**src/rtl/seg7_share_arbiter.sv**
```systemverilog
// Round-robin arbiter sharing one external 3-bit-to-7-segment decoder among
// N_DISP requesters; each grant captures the decoded byte into that display's register.
module seg7_share_arbiter #(
  parameter int unsigned N_DISP = 6,
  parameter int unsigned PTR_W  = 3
) (
  input  logic                  clk,
  input  logic                  reset,
  input  logic [N_DISP-1:0]     req,
  input  logic [3*N_DISP-1:0]   val,
  input  logic [N_DISP-1:0]     blank,
  input  logic                  clear,
  output logic [2:0]            dec_in,
  input  logic [7:0]            dec_out,
  output logic [8*N_DISP-1:0]   hex,
  output logic [N_DISP-1:0]     ack,
  output logic                  busy
);

  typedef enum logic [1:0] {
    IDLE = 2'd0,
    CAPT = 2'd1,
    ACK  = 2'd2
  } state_t;

  state_t                state_q, state_d;
  logic [PTR_W-1:0]      ptr_q, ptr_d;
  logic [PTR_W-1:0]      grant_q, grant_d;
  logic [2:0]            dec_d;
  logic                  blank_q, blank_d;
  logic [8*N_DISP-1:0]   hex_d;
  logic [N_DISP-1:0]     ack_d;

  logic                  found;
  logic [PTR_W-1:0]      pick;
  logic [PTR_W-1:0]      idx;

  // First requesting index at or after ptr, wrapping modulo N_DISP (not 2^PTR_W).
  always_comb begin
    found = 1'b0;
    pick  = '0;
    idx   = '0;
    for (int unsigned k = 0; k < N_DISP; k++) begin
      idx = PTR_W'((32'(ptr_q) + k) % N_DISP);
      if (!found && req[idx]) begin
        found = 1'b1;
        pick  = idx;
      end
    end
  end

  always_comb begin
    state_d = state_q;
    ptr_d   = ptr_q;
    grant_d = grant_q;
    dec_d   = dec_in;
    blank_d = blank_q;
    hex_d   = hex;
    ack_d   = '0;
    case (state_q)
      IDLE: begin
        if (clear) begin
          hex_d = '1;
        end else if (found) begin
          grant_d = pick;
          dec_d   = val[3*pick +: 3];
          blank_d = blank[pick];
          state_d = CAPT;
        end
      end
      CAPT: begin
        hex_d[8*grant_q +: 8] = blank_q ? 8'hFF : dec_out;
        ack_d[grant_q]        = 1'b1;
        ptr_d                 = (grant_q == PTR_W'(N_DISP - 1)) ? '0 : grant_q + 1'b1;
        state_d               = ACK;
      end
      ACK: begin
        state_d = IDLE;
      end
      default: begin
        state_d = IDLE;
      end
    endcase
  end

  always_ff @(posedge clk) begin
    if (reset) begin
      state_q <= IDLE;
      ptr_q   <= '0;
      grant_q <= '0;
      dec_in  <= '0;
      blank_q <= 1'b0;
      hex     <= '1;
      ack     <= '0;
    end else begin
      state_q <= state_d;
      ptr_q   <= ptr_d;
      grant_q <= grant_d;
      dec_in  <= dec_d;
      blank_q <= blank_d;
      hex     <= hex_d;
      ack     <= ack_d;
    end
  end

  assign busy = (state_q != IDLE);

endmodule

```
**config.mk**
```make
export PLATFORM = sky130hd
export DESIGN_NAME = seg7_share_arbiter
export DESIGN_NICKNAME = d
export VERILOG_FILES = /design/src/rtl/seg7_share_arbiter.sv
export SDC_FILE = /design/constraint.sdc
export NUM_CORES = 1
export LEC_CHECK = 0
export CORE_MARGIN = 1.5
export CORE_UTILIZATION = 40
export DETAILED_ROUTE_END_ITERATION = 16
export DONT_BUFFER_PORTS = 1
export PLACE_DENSITY = 0.52
export SLEW_MARGIN = 15
export SYNTH_ARGS = -nofsm -noshare
export SYNTH_HDL_FRONTEND = slang
export SYNTH_SLANG_ARGS = --single-unit
export TNS_END_PERCENT = 30
```
**constraint.sdc**
```tcl
create_clock -name clk -period 4.4 [get_ports clk]
set_input_delay 0.88 -clock clk [delete_from_list [all_inputs] [get_ports clk]]
set_output_delay 0.88 -clock clk [all_outputs]
set_load 0.005 [all_outputs]
```
After elaboration in Yosys (flattened, before gate mapping)
Cells that the tools add are included.
- add/subtract/negate cells: 7
- multipliers: 1
- div/mod/pow operators: 6
- magnitude comparators: 9
- equality and inequality tests: 5
- shift operators: 3
- multiplexer cells: 36
- bitwise logic cells: 2
- reduce and logical (&&, ||, !) cells: 18
- operator list (cell ; number):
    $mod 32x3->32 const B ; 5
    $pmux 48 s2 ; 1
    $bwmux 48 ; 1
    $mux 48 ; 1
    $shift 8x34->48 const A ; 1
    $shiftx 8x34->48 ; 1
    $neg 6->34 ; 1
    $lt 3x4->1 const B ; 8
    $mod 3x3->32 const B ; 1
    $bmux 1 s3 ; 7
    $mux 3 ; 7
    $shiftx 18x6->3 ; 1
    $mux 1 ; 14
    $add 3x2->4 const B ; 2
    $add 3x3->4 const B ; 2
    $mux 8 ; 1
    $logic_and 1x1->1 ; 6
    $ne 2x2->1 const B ; 3
    $logic_not 1->1 ; 5
    $mul 2x3->5 const A ; 1
    $add 3x1->4 const B ; 1
    $mux 2 ; 2
    $pmux 2 s2 ; 1
    $reduce_and 2->1 ; 2
    other kinds (10) ; 12
- register bits: 66
- bits in latches: 0
- memory bits (writable): 0
- memory bits (read-only): 0
- input bits: 41
- output and inout bits: 58
- memories kept: 0

Longest topological paths before layout
Gate-level depths: netlist of run 1.
- depth in word-level cells: 22
- depth in mapped cells: 17
- gate-level depth less buffers: 14

Worst setup path after synthesis of run 1
OpenSTA, ideal clock, no wires.
- kind: reg-to-reg
- start point: register ptr_q[0]
- end point: register dec_in[2]
- library setup time: 130 ps
- arrival: 3459 ps
- data required time: 4270 ps
- setup slack: 811 ps
- stages on the path, launching flop included: 17
- clock period less this slack: 3589 ps
- path through: dfxtp_1 > buf_6 > buf_12 > clkinv_1 > ha_1 > xor2_2 > inv_2 > ha_1 > nor2b_1 > nand3_1 > a311o_1 > nand3_1 > nor2_4 > a211o_4 > a21o_1 > a2111oi_2 > nor4_1
- longest elaborated chain between the ends: 21
- elaborated cells between the ends (all ways): 48
- those cells by class: add/sub (5); mul (1); div (6); shift (1); mux (24); reduce/logical (11)
- ends and longest elaborated chain (what ; RTL line ; RTL):
    from (decl) ; 27 ; logic [PTR_W-1:0] ptr_q, ptr_d;
    from (signal assigned) ; 97 ; ptr_q <= ptr_d;
    parallel branches: the longest is 21 deep, another holds $mod 32x3->32 ; - ;
    to (signal assigned) ; 91 ; dec_in <= '0;
    to (signal assigned) ; 99 ; dec_in <= dec_d;
    to (decl) ; 13 ; output logic [2:0] dec_in,
Several ways; the timed one is not identified. The select of a mux whose other input is x is not followed.
A chain may end at the register's enable or synchronous reset.

Worst setup path after layout of run 1
- start point: register ptr_q[1]
- end point: register dec_in[0]
The elaborated chain is that of the path after synthesis.

==> metrics.txt, run 1 <==
CP max stage cell dfxtp_1; main combinational cell family by area after synthesis compound AO/OA/AOI/OAI gates; WL met1 5340 um; Worst EP arrival 4.29 ns; die width 106 um; WL/cell 18.2 um; total grt overflow 0; first-pass GRT wire length 18200 um; Worst-Skew Late Latency 0.34 ns; antenna viol nets, final 0; post-synthesis mux area share 5.47%; #FFs+latches synth 66; Nets 535; minimum clock period 4.08 ns; CP required 4.62 ns; H-Tree Depth 3; DR pass1 iterations 4; CP Class register to register; Compound-Gate Fraction of Synth Area 34.3%; most numerous cell in the Yosys netlist dfxtp_1; Min-Delay Path Class register to register; Post-CTS Hold Fix Bufs 0; synthesized cell area 4280 um2; xor and xnor fraction of the mapped netlist area 1.20%; max layer used met4; Clock Skew 0.00688 ns; max_cap viols 0; CTS tree built; delay-heaviest family, CP compound AO/OA/AOI/OAI gates; f_max 245 MHz; Cells after Synth 494; setup TNS 0 ns; number of enable flip-flop cells after synthesis 0; Final setup viols 0; clock net sink count 66; CP peak stage delay 0.46 ns; Die Ht 106 um; peak supply drop 0.000187 V; Synth area leaders dfxtp_1, o21ai_0, ha_1; Reg area 1320 um2; Fin. Hold Viols 0; # IOs 99; Resize count post-CTS 0; Synth Area in Adders 4.68%; antenna violations before repair 0; Die ar. 11300 um2; final core utilization 43.8%; synth unique cells 89; maximum clock path buffer count 2; Initial Util 41.3%; Tot GR Track Use 20.2%; root buf cell clkbuf_8; footprint of the multi-input gates 2740 um2; vias in the first global route 3556; worst path bufs/invs 2; Placer Congestion 0.830; metal2 WL 4740 um; register area share after synthesis 30.9%; vias per cell 5.95; clk slew on worst S/H paths 0.07 ns; Top FF cell, synth dfxtp_1; fin. max-slew vios 0; period utilization 92.7%; crit path launch type register; CP Max Fanout 12; Mapped Avg Cell Area 8.66 um2; PD cells 405 nW/um2; Rows 37; Layout fillers 1057; DRT iter0 DRCs 152; largest net degree at the start of global routing 41; share of cells above drive strength 1 12.2%; unrepaired setup endpoints after global routing false; area of the core 10400 um2; CP Capture Type register; worst-path cell chain inv_1 -> ha_1 -> a21oi_4 -> inv_1 -> ha_1 -> nor2b_1 -> a211oi_1 -> a31oi_1 -> mux2i_1 -> o22ai_1 -> a211o_1 -> or2_1 -> a311oi_1 -> a311oi_1; Diodes inserted 0; area leader, netlist dfxtp_1; Routed WL 11300 um; detailed placement HPWL 8400 um; Relative slew margins 29.5%; Pleak 1.70 nW; synthesis warning total 0; top post-synthesis cells by count dfxtp_1, o21ai_0, nor2_1, a21oi_1, clkbuf_1; TritonCTS buffer count 9; PortBufs 0; setup bufs post-CTS 0; met3 wire length 1050 um; vias 3681; area grow syn2layout 6.23%; status finished clean; DR DRC count 0; Least-Margin Pin Slew 1.05 ns; Syn Nets 551; simple-gate share of the synthesized area 18.4%; area share of the largest cell type after synthesis 30.9%; FFs w/ async S/R, synth 0%
-- sequential cells by signal, indices dropped and copies added (netlist names) --
signal,cells
ptr_q,3
hex,48
grant_q,3
blank_q,1
ack,6
state_q,2
dec_in,3
-- layer usage --
| metal | GRT usage, % | up-vias |
|---|---|---|
| met5 | 0 | - |
| met4 | 4.76 | 0 |
| met3 | 7.66 | 12 |
| met2 | 29.9 | 129 |
| met1 | 27.6 | 1701 |
| li1 | - | 1839 |
-- cell type report --
class | instances | share of cell area, %
clock buffer | 11 | 3.11
clock inverter | 5 | 1.71
inverter | 17 | 1.40
multi-input combinational | 380 | 60.3
sequential | 66 | 29.1
tap | 136 | 3.74
timing repair buffer | 4 | 0.661
-- cells by family after synthesis --
logic type      count (synthesis)
compound gates                195
xor+xnor                        5
fa+ha+maj                      16
buf+inv                        48
flops                          66
mux                            20
simple gates                  144
-- layout by cell type (no fill, tap or decap), drive strengths merged, types with 12 or more instances in the layout --
cell,synthesis,routed
mux2i,15,15
nand3,14,14
a211o,18,18
nand2b,13,13
a21oi,36,36
nor2,42,42
nand2,19,19
nor3,12,12
o21ai,48,48
a22o,17,17
ha,16,16
dfxtp,66,66
inv,16,16
-- through the flow --
step	cell area [um2]	worst slack, ns	hold WS [ns]	instances	power (W)
5_1_grt	4540	0.0279	0.519	619	0.00195
4_1_cts	4540	0.378	0.505	619	0.00186
2_1_floorplan	4280	0.811	0.461	494	0.00118
3_5_place_dp	4330	0.385	0.482	603	0.00129
3_3_place_gp	4330	0.456	0.481	603	0.00128
6_report	4540	0.323	0.498	619	0.00184
-- power by group --
part / internal, W / total, W / switching, W
registers: 0.000649 / 0.000704 / 0.0000558
logic: 0.000223 / 0.000573 / 0.000350
clock network: 0.000333 / 0.000562 / 0.000229
total: 0.00120 / 0.00184 / 0.000635
-- path summary, 6_finish.rpt --
check	start	end	slack [ns]	depth (start not counted)
max reg2reg	ptr_q[1]$_SDFFE_PP0P_	dec_in[0]$_SDFFE_PP0P_	0.32	14
min	hex[4]$_SDFFE_PP1P_	hex[4]$_SDFFE_PP1P_	0.50	1
max	ptr_q[1]$_SDFFE_PP0P_	dec_in[0]$_SDFFE_PP0P_	0.32	14
min reg2reg	hex[4]$_SDFFE_PP1P_	hex[4]$_SDFFE_PP1P_	0.50	1
Power figures use the tool's default switching activity.
==> inputs of run 2 (changes only) <==
--- a/config.mk
+++ b/config.mk
@@ -5,6 +5,7 @@
 export SDC_FILE = /design/constraint.sdc
 export NUM_CORES = 1
 export LEC_CHECK = 0
+export ABC_AREA = 1
 export CORE_MARGIN = 1.5
 export CORE_UTILIZATION = 40
 export DETAILED_ROUTE_END_ITERATION = 16
==> run 2 against run 1 <==
Via count up 7.4%. Synthesized area down 5.8%. Routed wire length down 3.0%. Critical path depth up 7. Die area down 5.6%. First-iteration DRC count up 7.2%. Global-route usage up 0.35 points. Design area down 5.7%. Clock skew up 0.0022 ns. Total power down 1.4%. Highest routed layer unchanged.
==> metrics.txt, run 2 <==
Synth Area in Adders 4.97%; # IOs 99; terminus of the critical flop-to-flop path blank_q$_SDFFE_PP0P_; PD cells 423 nW/um2; Die ar. 10700 um2; area of the core 9770 um2; most common cell after layout, fill and taps aside nand2_1; Pleak 2.10 nW; Relative slew margins 25.8%; #FFs+latches synth 66; end of the worst hold path hex[38]$_SDFFE_PP1P_; Post-Place Setup Slack 0.668 ns; clock net sink count 66; Nets 680; footprint of the multi-input gates 2320 um2; PortBufs 0; Resize count post-CTS 0; most numerous cell in the Yosys netlist nand2_1; commonest cells after routing, fill and taps aside nand2_1, nand3_1, o21ai_0; detailed placement HPWL 8440 um; Hold Path Stages 2; main combinational cell family by area after synthesis simple AND/OR/NAND/NOR gates; Mapped Avg Cell Area 6.37 um2; reg-to-reg slack, setup 0.65 ns; worst-path cell chain inv_1 -> ha_1 -> inv_1 -> nand2_1 -> nand2_1 -> ha_1 -> nor2_1 -> nand3_1 -> nand2_1 -> nand3_1 -> nand2_1 -> nand4_1 -> nand2_2 -> inv_4 -> nand3_1 -> nand3_2 -> nand2_4 -> nand2_1 -> nand3_1 -> nand3_1 -> a21oi_1; clk slew on worst S/H paths 0.07 ns; CTS tree built; total grt overflow 0; Rows 36; peak supply drop 0.000207 V; Post-CTS Hold Fix Bufs 0; Routed WL 10900 um; synth unique cells 33; Diodes inserted 0; status finished clean; largest registers hex (48), ack (6); f_max 267 MHz; unrepaired setup endpoints after global routing false; Layout fillers 1054; Fin. Hold Viols 0; H-Tree Depth 3; largest net degree at the start of global routing 40; vias in the first global route 3585; R2R Path Start ptr_q[0]$_SDFFE_PP0P_; Placer Congestion 0.877; Min-Delay Path Class register to register; CP Max Fanout 22; register area share after synthesis 32.8%; WL/cell 14.3 um; cells on worst reg2reg path 21; post-synthesis mux area share 0%; Top FF cell, synth dfxtp_1; area leader, netlist dfxtp_1; setup TNS 0 ns; vias per cell 5.19; max reg flops 48; vias 3952; Initial Util 41.2%; period utilization 85.1%; Tot Pwr 0.00181 W; DR pass1 iterations 5; xor and xnor fraction of the mapped netlist area 0.217%; root buf cell clkbuf_8; Worst EP arrival 4.02 ns; CP Capture Type register; CP Class register to register; Syn Nets 690; area grow syn2layout 6.33%; FFs w/ async S/R, synth 0%; max_cap viols 0; maximum clock path buffer count 2; Die Ht 103 um; DR DRC count 0; Least-Margin Pin Slew 1.11 ns; antenna viol nets, final 0; worst path bufs/invs 3; antenna violations before repair 0; synthesis warning total 0; Final WS setup 0.655 ns; CP peak stage delay 0.80 ns; Reg area 1320 um2; DRT iter0 DRCs 163; simple-gate share of the synthesized area 38.9%; CP max stage cell dfxtp_1; HP Start hex[38]$_SDFFE_PP1P_; Top reg by flops hex; TritonCTS buffer count 9; minimum clock period 3.75 ns; Cells after Synth 633; share of cells above drive strength 1 6.69%; Clock Skew 0.00908 ns; area share of the largest cell type after synthesis 32.8%; top post-synthesis cells by count nand2_1, nand3_1, o21ai_0, dfxtp_1, inv_1; WP depth 21; delay-heaviest family, CP simple AND/OR/NAND/NOR gates; Synth area leaders dfxtp_1, nand2_1, nand3_1; first-pass GRT wire length 17000 um; Tot GR Track Use 20.5%; fin. max-slew vios 0; Worst-Skew Late Latency 0.34 ns; crit path launch type register; synthesized cell area 4030 um2; CP required 4.67 ns; setup bufs post-CTS 0; Compound-Gate Fraction of Synth Area 13.6%; Final setup viols 0; die width 103 um; number of enable flip-flop cells after synthesis 0
run 2: where the power goes:
group	switching, W	internal [W]
clock network	0.000230	0.000260
logic	0.000417	0.000176
registers	0.0000638	0.000667
total	0.000711	0.00110
run 2: area by class of cell:
type,instances,area share (%)
Inverter,72,6.36
Timing Repair Buffer,2,0.350
Sequential cell,66,30.8
Clock buffer,11,3.06
Tap cell,133,3.88
Multi-Input combinational cell,472,54.2
Clock inverter,5,1.28
run 2: logic make-up after synthesis:
family          count (synthesis)
simple gates                  348
compound gates                107
buf+inv                        95
flops                          66
fa+ha+maj                      16
xor+xnor                        1
run 2: metal layers:
metal / vias to the layer above / global-route usage [%] / part of all wire (%)
li1: 2054 / - / -
met1: 1783 / 28.8 / 50
met2: 109 / 30.7 / 42
met3: 6 / 5.91 / 7.3
met4: 0 / 5.30 / 0.59
met5: - / 0 / 0
run 2: worst register-to-register path, cell delays in order, from the launching register on:
cell and delay, ns:
dfxtp_1 0.80, inv_1 0.24, ha_1 0.30, inv_1 0.08, nand2_1 0.05, nand2_1 0.12
ha_1 0.25, nor2_1 0.11, nand3_1 0.08, nand2_1 0.10, nand3_1 0.13, nand2_1 0.13
nand4_1 0.10, nand2_2 0.13, inv_4 0.06, nand3_1 0.09, nand3_2 0.27, nand2_4 0.28
nand2_1 0.08, nand3_1 0.07, nand3_1 0.09, a21oi_1 0.13
run 2: through the flow:
stage                     instance area (um2)  util [%]  hold slack (ns)  std cells
after floorplan                          4030         -            0.453        633
after global placement                   4100      41.9            0.472        745
after detailed placement                 4100      41.9            0.475        745
after CTS                                4290      43.9            0.492        761
after global routing                     4290      43.9            0.506        761
final                                    4290      43.9            0.486        761
run 2: worst max path at each step:
stage | startpoint | to | slack [ns]
6_report | ptr_q[0]$_SDFFE_PP0P_ | blank_q$_SDFFE_PP0P_ | 0.65
5_1_grt | ptr_q[0]$_SDFFE_PP0P_ | blank_q$_SDFFE_PP0P_ | 0.21
4_1_cts | ptr_q[0]$_SDFFE_PP0P_ | blank_q$_SDFFE_PP0P_ | 0.64
3_5_place_dp | ptr_q[0]$_SDFFE_PP0P_ | blank_q$_SDFFE_PP0P_ | 0.67
3_3_place_gp | ptr_q[0]$_SDFFE_PP0P_ | blank_q$_SDFFE_PP0P_ | 0.85
2_1_floorplan | ptr_q[0]$_SDFFE_PP0P_ | dec_in[2]$_SDFFE_PP0P_ | 1.51
